$ cat src/rtl/fpu_pkg.sv
// Shared format constants, loader state encoding and conversion flag type
// for the FPU operand path (native format: sign[31], exp[30:25] bias 31, mant[24:0]).
package fpu_pkg;

   localparam int FPU_BIAS  = 31;
   localparam int IEEE_BIAS = 127;
   localparam int EXP_W     = 6;
   localparam int MANT_W    = 25;

   // IEEE exponent window that maps onto a nonzero native exponent field
   localparam logic [7:0] IEEE_EXP_OFS = 8'(IEEE_BIAS - FPU_BIAS);
   localparam logic [7:0] IEEE_EXP_LO  = 8'(IEEE_BIAS - FPU_BIAS + 1);
   localparam logic [7:0] IEEE_EXP_HI  = 8'(IEEE_BIAS + FPU_BIAS + 1);

   localparam logic [31:0] FPU_CANON_NAN = 32'h7F00_0000;

   typedef enum logic [2:0] {
      ST_LOAD_A,
      ST_CVT_A,
      ST_LOAD_B,
      ST_CVT_B,
      ST_PRESENT
   } loader_state_t;

   typedef struct packed {
      logic invalid;
      logic overflow;
      logic underflow;
   } cvt_flags_t;

endpackage

$ cat src/rtl/ieee_to_fpu_cvt.sv
// Combinational IEEE-754 single to native FPU format converter with fault flags.
// FPU_LOADER_SAT_EN selects saturation to the largest finite value on overflow.
module ieee_to_fpu_cvt
   import fpu_pkg::*;
(
   input  logic [31:0] ieee_i,
   output logic [31:0] fpu_o,
   output cvt_flags_t  flags_o
);

`ifdef FPU_LOADER_SAT_EN
   localparam logic [MANT_W-1:0] OVF_MANT = '1;
`else
   localparam logic [MANT_W-1:0] OVF_MANT = '0;
`endif

   logic              sign;
   logic [7:0]        exp_ieee;
   logic [22:0]       mant_ieee;
   logic [EXP_W-1:0]  exp_fpu;
   logic [31:0]       ovf_word;

   assign sign      = ieee_i[31];
   assign exp_ieee  = ieee_i[30:23];
   assign mant_ieee = ieee_i[22:0];
   assign exp_fpu   = EXP_W'(exp_ieee - IEEE_EXP_OFS);
   assign ovf_word  = {sign, {EXP_W{1'b1}}, OVF_MANT};

   // NOTE: every combinational output gets a default first so no path can infer a latch.
   always_comb begin
      fpu_o   = {sign, 31'b0};
      flags_o = '0;
      if (exp_ieee == 8'd0) begin
         flags_o.underflow = (mant_ieee != '0);
      end else if (exp_ieee == 8'hFF) begin
         if (mant_ieee != '0) begin
            fpu_o           = FPU_CANON_NAN;
            flags_o.invalid = 1'b1;
         end else begin
            fpu_o            = ovf_word;
            flags_o.overflow = 1'b1;
         end
      end else if (exp_ieee < IEEE_EXP_LO) begin
         // Native exponent field 0 is reserved for zero, so tiny normals flush.
         flags_o.underflow = 1'b1;
      end else if (exp_ieee <= IEEE_EXP_HI) begin
         fpu_o = {sign, exp_fpu, mant_ieee, 2'b00};
      end else begin
         fpu_o            = ovf_word;
         flags_o.overflow = 1'b1;
      end
   end

endmodule

$ cat src/rtl/fpu_operand_loader.sv
// Pairs IEEE operands A and B from a valid/ready stream, converts each to native
// format through one shared converter and presents the pair with sticky flags.
// Overflow result selected by FPU_LOADER_SAT_EN (see ieee_to_fpu_cvt).
module fpu_operand_loader
   import fpu_pkg::*;
(
   input  logic        clock,
   input  logic        reset,
   input  logic        in_valid,
   input  logic [31:0] in_data,
   output logic        in_ready,
   output logic [31:0] op_A_out,
   output logic [31:0] op_B_out,
   output logic        op_valid,
   input  logic        op_ready,
   output logic [2:0]  cvt_flags
);

   loader_state_t state_q, state_d;
   logic [31:0]   raw_q;
   logic [31:0]   op_a_q, op_a_d;
   logic [31:0]   op_b_q, op_b_d;
   cvt_flags_t    flags_q, flags_d;
   logic [31:0]   cvt_word;
   cvt_flags_t    cvt_fl;
   logic          xfer;

   ieee_to_fpu_cvt u_cvt (
      .ieee_i  (raw_q),
      .fpu_o   (cvt_word),
      .flags_o (cvt_fl)
   );

   // NOTE: sequential state uses non-blocking assignments so all registers update together.
   always_ff @(posedge clock) begin
      if (reset) state_q <= ST_LOAD_A;
      else       state_q <= state_d;
   end

   always_comb begin
      state_d = state_q;
      unique case (state_q)
         ST_LOAD_A:  if (xfer) state_d = ST_CVT_A;
         ST_CVT_A:   state_d = ST_LOAD_B;
         ST_LOAD_B:  if (xfer) state_d = ST_CVT_B;
         ST_CVT_B:   state_d = ST_PRESENT;
         ST_PRESENT: if (op_ready) state_d = ST_LOAD_A;
         default:    state_d = ST_LOAD_A;
      endcase
   end

   // in_ready is masked by reset so nothing is offered while reset is held.
   always_comb begin
      in_ready = !reset && (state_q == ST_LOAD_A || state_q == ST_LOAD_B);
      op_valid = (state_q == ST_PRESENT);
   end

   assign xfer = in_valid && in_ready;

   always_comb begin
      op_a_d  = op_a_q;
      op_b_d  = op_b_q;
      flags_d = flags_q;
      unique case (state_q)
         ST_CVT_A: begin
            op_a_d  = cvt_word;
            flags_d = flags_q | cvt_fl;
         end
         ST_CVT_B: begin
            op_b_d  = cvt_word;
            flags_d = flags_q | cvt_fl;
         end
         ST_PRESENT: if (op_ready) flags_d = '0;
         default: ;
      endcase
   end

   always_ff @(posedge clock) begin
      if (reset) begin
         op_a_q  <= '0;
         op_b_q  <= '0;
         flags_q <= '0;
      end else begin
         op_a_q  <= op_a_d;
         op_b_q  <= op_b_d;
         flags_q <= flags_d;
      end
   end

   // NOTE: raw_q has no reset; it is only read in CVT states, which always follow a transfer.
   always_ff @(posedge clock) begin
      if (xfer) raw_q <= in_data;
   end

   assign op_A_out  = op_a_q;
   assign op_B_out  = op_b_q;
   assign cvt_flags = flags_q;

endmodule

$ cat config.mk
export PLATFORM = sky130hd
export DESIGN_NAME = fpu_operand_loader
export DESIGN_NICKNAME = d
export VERILOG_FILES = /design/src/rtl/fpu_pkg.sv /design/src/rtl/ieee_to_fpu_cvt.sv /design/src/rtl/fpu_operand_loader.sv
export SDC_FILE = /design/constraint.sdc
export NUM_CORES = 1
export LEC_CHECK = 0
export ABC_AREA = 1
export BUFFER_PORTS_ARGS = -buffer_cell sky130_fd_sc_hd__buf_2
export CORE_MARGIN = 1.5
export CORE_UTILIZATION = 51
export CTS_BUF_LIST = sky130_fd_sc_hd__clkbuf_8 sky130_fd_sc_hd__clkbuf_16
export DETAILED_ROUTE_END_ITERATION = 10
export HOLD_SLACK_MARGIN = 0.02
export PLACE_DENSITY = 0.89
export RECOVER_POWER = 100
export SETUP_SLACK_MARGIN = 0.02
export SLEW_MARGIN = 10
export SYNTH_ARGS = -nofsm -noshare
export SYNTH_HDL_FRONTEND = slang
export SYNTH_SLANG_ARGS = --single-unit
$ cat constraint.sdc
create_clock -name clock -period 2.3 [get_ports clock]
set_input_delay 0.345 -clock clock [delete_from_list [all_inputs] [get_ports clock]]
set_output_delay 0.345 -clock clock [all_outputs]
set_load 0.02 [all_outputs]
# Word-level counts from Yosys, hierarchy flattened

Index checks and enable logic that the tools add are counted.

Input bits: 36
Logic and storage cells: 50
Register bits: 102
Output and inout port bits: 69

Bitwise gates (word level): 1
Equal/unequal tests: 8
Mux-type cells: 20
Reduce and logical (&&, ||, !) cells: 11
Order comparisons: 2
Add/sub/neg operators: 1

Operators by type and width:

| operator                                              | number |
|---|---|
| two-way mux 32 bit                                    | 3 |
| two-way mux 31 bit                                    | 2 |
| nonzero test 23 bit                                   | 1 |
| case mux 3 bit (5 select lines)                       | 1 |
| two-way mux 1 bit                                     | 9 |
| two-way mux 3 bit                                     | 3 |
| equality test 8 bit, second input constant            | 1 |
| less-or-equal comparator 8 bit, second input constant | 1 |
| zero test 8 bit                                       | 1 |
| < comparator 8 x 7 -> 1 bit, second input constant    | 1 |
| equality test 3 x 2 -> 1 bit, second input constant   | 2 |
| case mux 3 bit (2 select lines)                       | 1 |
| subtractor 6 bit, second input constant               | 1 |
| inequality test 2 bit, second input constant          | 2 |
| equality test 3 x 1 -> 1 bit, second input constant   | 1 |
| equality test 3 bit, second input constant            | 1 |
| zero test 3 bit                                       | 1 |
| OR 3 bit                                              | 1 |
| AND reduction 3 bit                                   | 1 |
| logical AND 1 bit                                     | 2 |
| two-way mux 2 bit                                     | 1 |
| inequality test 2 x 1 -> 1 bit, second input constant | 1 |
| AND reduction 2 bit                                   | 1 |
| nonzero test 2 bit                                    | 1 |
| 3 further kinds                                       | 3 |

# Depth between registers and ports, before layout

Depth in word-level cells: 7
Gate-level depth with buffers: 9

# Cells and area by module

From an unflattened synthesis, not the netlist that was laid out.

Cells, all modules: 456
Area total of the unflattened synthesis: 3917.5 sq um

By module, submodules not included:

| module             | area each (sq um) | times used | cells each |
|---|---|---|---|
| fpu_operand_loader | 3448.3            | 1          | 346 |
| ieee_to_fpu_cvt    | 469.2             | 1          | 110 |

# Least setup slack after synthesis

Ideal clock, no wire load.

Path kind: reg2reg
From: register state_q[0]
To: register raw_q[0], enable pin
Data arrival time: 1.312 ns
Slack: 0.595 ns
Setup time: 0.392 ns
Stages on the path, launching flop included: 3
Buffers on the path: 0
Period minus slack after synthesis: 1.705 ns
Required time: 1.908 ns
Path through: dfxtp_1 > nor2_1 > and3_1

Cells in the longest elaborated chain, start to end: 4
Elaborated cells on any way between the ends: 5

Ends and longest elaborated chain:

| what                                                                   | RTL line                 | RTL |
|---|---|---|
| start: declaration                                                     | fpu_operand_loader.sv:19 | `loader_state_t state_q, state_d;` |
| start signal: assignment                                               | fpu_operand_loader.sv:37 | `else state_q <= state_d;` |
| equality test 3 x 2 -> 1 bit / zero test 3 bit (equally long branches) | fpu_operand_loader.sv:54 | `in_ready = !reset && (state_q == ST_LOAD_A \|\| state_q == ST_LOAD_B);` |
| logical OR 1 bit *                                                     | fpu_operand_loader.sv:54 |  |
| logical AND 1 bit *                                                    | fpu_operand_loader.sv:54 |  |
| logical AND 1 bit *                                                    | fpu_operand_loader.sv:58 | `assign xfer = in_valid && in_ready;` |
| via xfer                                                               | fpu_operand_loader.sv:26 | `logic xfer;` |
| end signal: assignment                                                 | fpu_operand_loader.sv:92 | `if (xfer) raw_q <= in_data;` |
| end: declaration                                                       | fpu_operand_loader.sv:20 | `logic [31:0] raw_q;` |

The timed path passes the listed nets; every way through them passes the cells marked *.
A chain may end at the register's enable or synchronous reset.

# Worst setup path in the final report

From: register state_q[1]
To: register op_b_q[5] (netlist: op_B_out[5])

Cells in the longest elaborated chain, start to end: 1

Ends and longest elaborated chain:

| what                         | RTL line                 | RTL |
|---|---|---|
| equality test 3 x 2 -> 1 bit | fpu_operand_loader.sv:64 | `unique case (state_q)` |
| end signal: assignment       | fpu_operand_loader.sv:85 | `op_b_q <= op_b_d;` |
| end: declaration             | fpu_operand_loader.sv:22 | `logic [31:0] op_b_q, op_b_d;` |

Every way passes these cells.

==> out/results.ini <==
[global_routing]
grt_pass1_wl_um=12300
grtUsageTotal_pct=21.5
overflow=0
grt_pass1_vias=2721
antenna_found_initial=0
grt_max_degree=63

[yosys]
async_flop_share_pct=0
synth_edf_count=32
synthFlopType=dfxtp_1
synth.largest_area_cell=dfxtp_1
synth_top_area_share_pct=37.3
syn_area_um2=3540
ys.warnings.count=0
postSynthCellCount=360
ys_seq_area_share_pct=64.5
ys_types=25
ys_ff_latch=98
ys_top_cells_by_area=dfxtp_1, edfxtp_1, a21oi_1, o21ai_0, nand2_1
syn_avg_cell_area_um2=9.83

[setup_path]
max_stage_delay_ns=0.65
cp.arrival_ns=2.05
start_kind=flop
cp_cell_sequence=nand3_1, inv_1, buf_12, o21ai_0, a21oi_1
cp_num_buf_inv=2
slowest_stage=inv_1
crit_family=buffers and inverters
critPathRequiredTime_ns=2.59
worstSetupPathType=reg -> reg
cp_max_fo=34
end_kind=flop

[status]
run_status=finished clean

[sta]
fin_skew_ns=0.0115
fin_crit_sh_pct=76.8
slew_headroom_pct=34.3
rsz0062_at_grt=false
post-route-min-period_ns=1.77
final-hold-violation-count=0
worst_pin_slew_ns=0.985
setup_viol=0
hold_ws_ns=0.154
max_clock_freq_ghz=0.566
setup_tns_ns=0
drv_slew=0

[clock_tree]
htreeDepth=3
numClockSinks=98
holdBufCountCts=0
post_cts_buffers=0
cts_resized=0
cts_max_path_buffers=2
clock_latency_ns=0.36
root_buffer=clkbuf_8
clkTransAtPathRegs_ns=0.10
cts_tree=yes
numCtsBuffers=9

[floorplan]
fp.dieW_um=86.3
pin_count=105
num_rows=30
coreArea_um2=6760
die_area_um2=7450
die_y_um=86.3
start_util_pct=52.4

[power_and_ir_drop]
p_sw_share_pct=25.8
max-vdd-ir-drop_mv=0.541
seqPwrFrac_pct=57.5
p_sw_w=0.000857
powerDensity_nw_per_um2=800
p_clk_share_pct=33.2
total_power_w=0.00333
p_int_w=0.00247
combPwrFrac_pct=9.3
leakagePower_nw=1.64

[placed_design]
dp_hpwl_um=5380
gp_congestion=0.798
place_area_um2=4070
io_buffers=100

[cells_and_area]
finalNetCount=491
syn2layout_area_growth_pct=17.6
n_antenna_cell=0
fin_util_pct=61.6
stdcell_area_um2=4160
drive_gt1_share_pct=13.3

[detailed_routing]
drcViolationCount=0
drtIter0Drc=231
routed_wirelength_um=7940
postRouteAntennaNets=0
vias_per_cell=5.36
top_layer=met4
first_pass_iters=5
vias=2894
wl_met3_um=421
wl_met2_um=4000
wl_met1_um=3350
drt-wirelength-per-cell_um=14.7

[run]
drv_cap=0

[hold_path]
hold_class=in -> reg

layer usage:
layer  up-vias  global-route usage, %
met1      1351                   27.1
li1       1417                      -
met4         0                   8.80
met3        16                   5.05
met2       110                   36.0
met5         -                      0
worst register-to-register path: cells and delay by family, from the launching register on:
family / cells / cell delay (ns)
compound gates: 2 / 0.28
buf+inv: 2 / 0.91
simple gates: 1 / 0.09
flops: 1 / 0.42
worst paths after layout:
check	depth (start not counted)	end	slack, ns	from
worst max-delay path	5	op_B_out[5]$_SDFFE_PP0P_	0.53	state_q[1]$_SDFFE_PP0P_
worst min-delay path	1	raw_q[12]$_DFFE_PP_	0.15	in_data[12]
worst max register to register	5	op_B_out[5]$_SDFFE_PP0P_	0.53	state_q[1]$_SDFFE_PP0P_
worst min register to register	2	cvt_flags[2]$_SDFFE_PP0P_	0.46	cvt_flags[2]$_SDFFE_PP0P_
final cells by class:
cell class | count | area, um2
clock buffer | 9 | 124
clock inverter | 7 | 75.1
fill | 616 | 2590
inverter | 20 | 75.1
multi-input combinational | 221 | 1040
sequential | 98 | 2280
tap | 80 | 100
timing repair buffer | 105 | 463
sequential cells by signal, summed over array words and instances, names as in the netlist:
signal / cells
cvt_flags: 3
op_A_out: 30
op_B_out: 30
raw_q: 32
state_q: 3
cell usage after synthesis, drive strengths merged, types with 2 or more instances:
| library cell | n |
|---|---|
| dfxtp | 66 |
| edfxtp | 32 |
| o21ai | 64 |
| and3 | 2 |
| clkbuf | 8 |
| a21oi | 62 |
| nor2 | 28 |
| nand4 | 2 |
| inv | 20 |
| o21a | 2 |
| buf | 16 |
| nand3 | 9 |
| nand2 | 46 |
kinds of logic (layout without fill, tap and decap cells):
family | Yosys count | after routing | share of synthesized area (%)
compound gates | 128 | 128 | 18.4
other cells | 1 | 4 | 0.106
buf+inv | 44 | 141 | 5.90
simple gates | 89 | 89 | 11.1
flops | 98 | 98 | 64.5
through the flow:
step	cells	setup WS, ns
finish	540	0.534
global route	540	0.318
CTS	540	0.596
detailed placement	524	0.618
global placement	524	0.755
floorplan	363	0.595
power groups by stage:
stage,Clock (W),Sequential [W],Combinational (W)
after floorplan,0,0.00201,0.000152
after global placement,0,0.00195,0.000317
after detailed placement,0,0.00195,0.000328
after CTS,0.00113,0.00191,0.000330
after global routing,0.00120,0.00192,0.000340
final,0.00110,0.00191,0.000311
layout by cell type (no fill, tap or decap), types with 2 or more instances in the layout:
cell       n
clkbuf_2   2
inv_2      2
dfxtp_1   66
nor2_4     2
buf_4      2
conb_1     4
a21oi_1   62
and3_1     2
clkbuf_1  66
nor2_1    26
nand2_2    2
buf_2     34
edfxtp_1  32
clkbuf_8   9
nand3_1    9
inv_1     18
inv_6      2
o21ai_0   62
nand4_1    2
o21a_1     2
nand2_1   44
No activity file was read; power rests on OpenSTA's default activity.
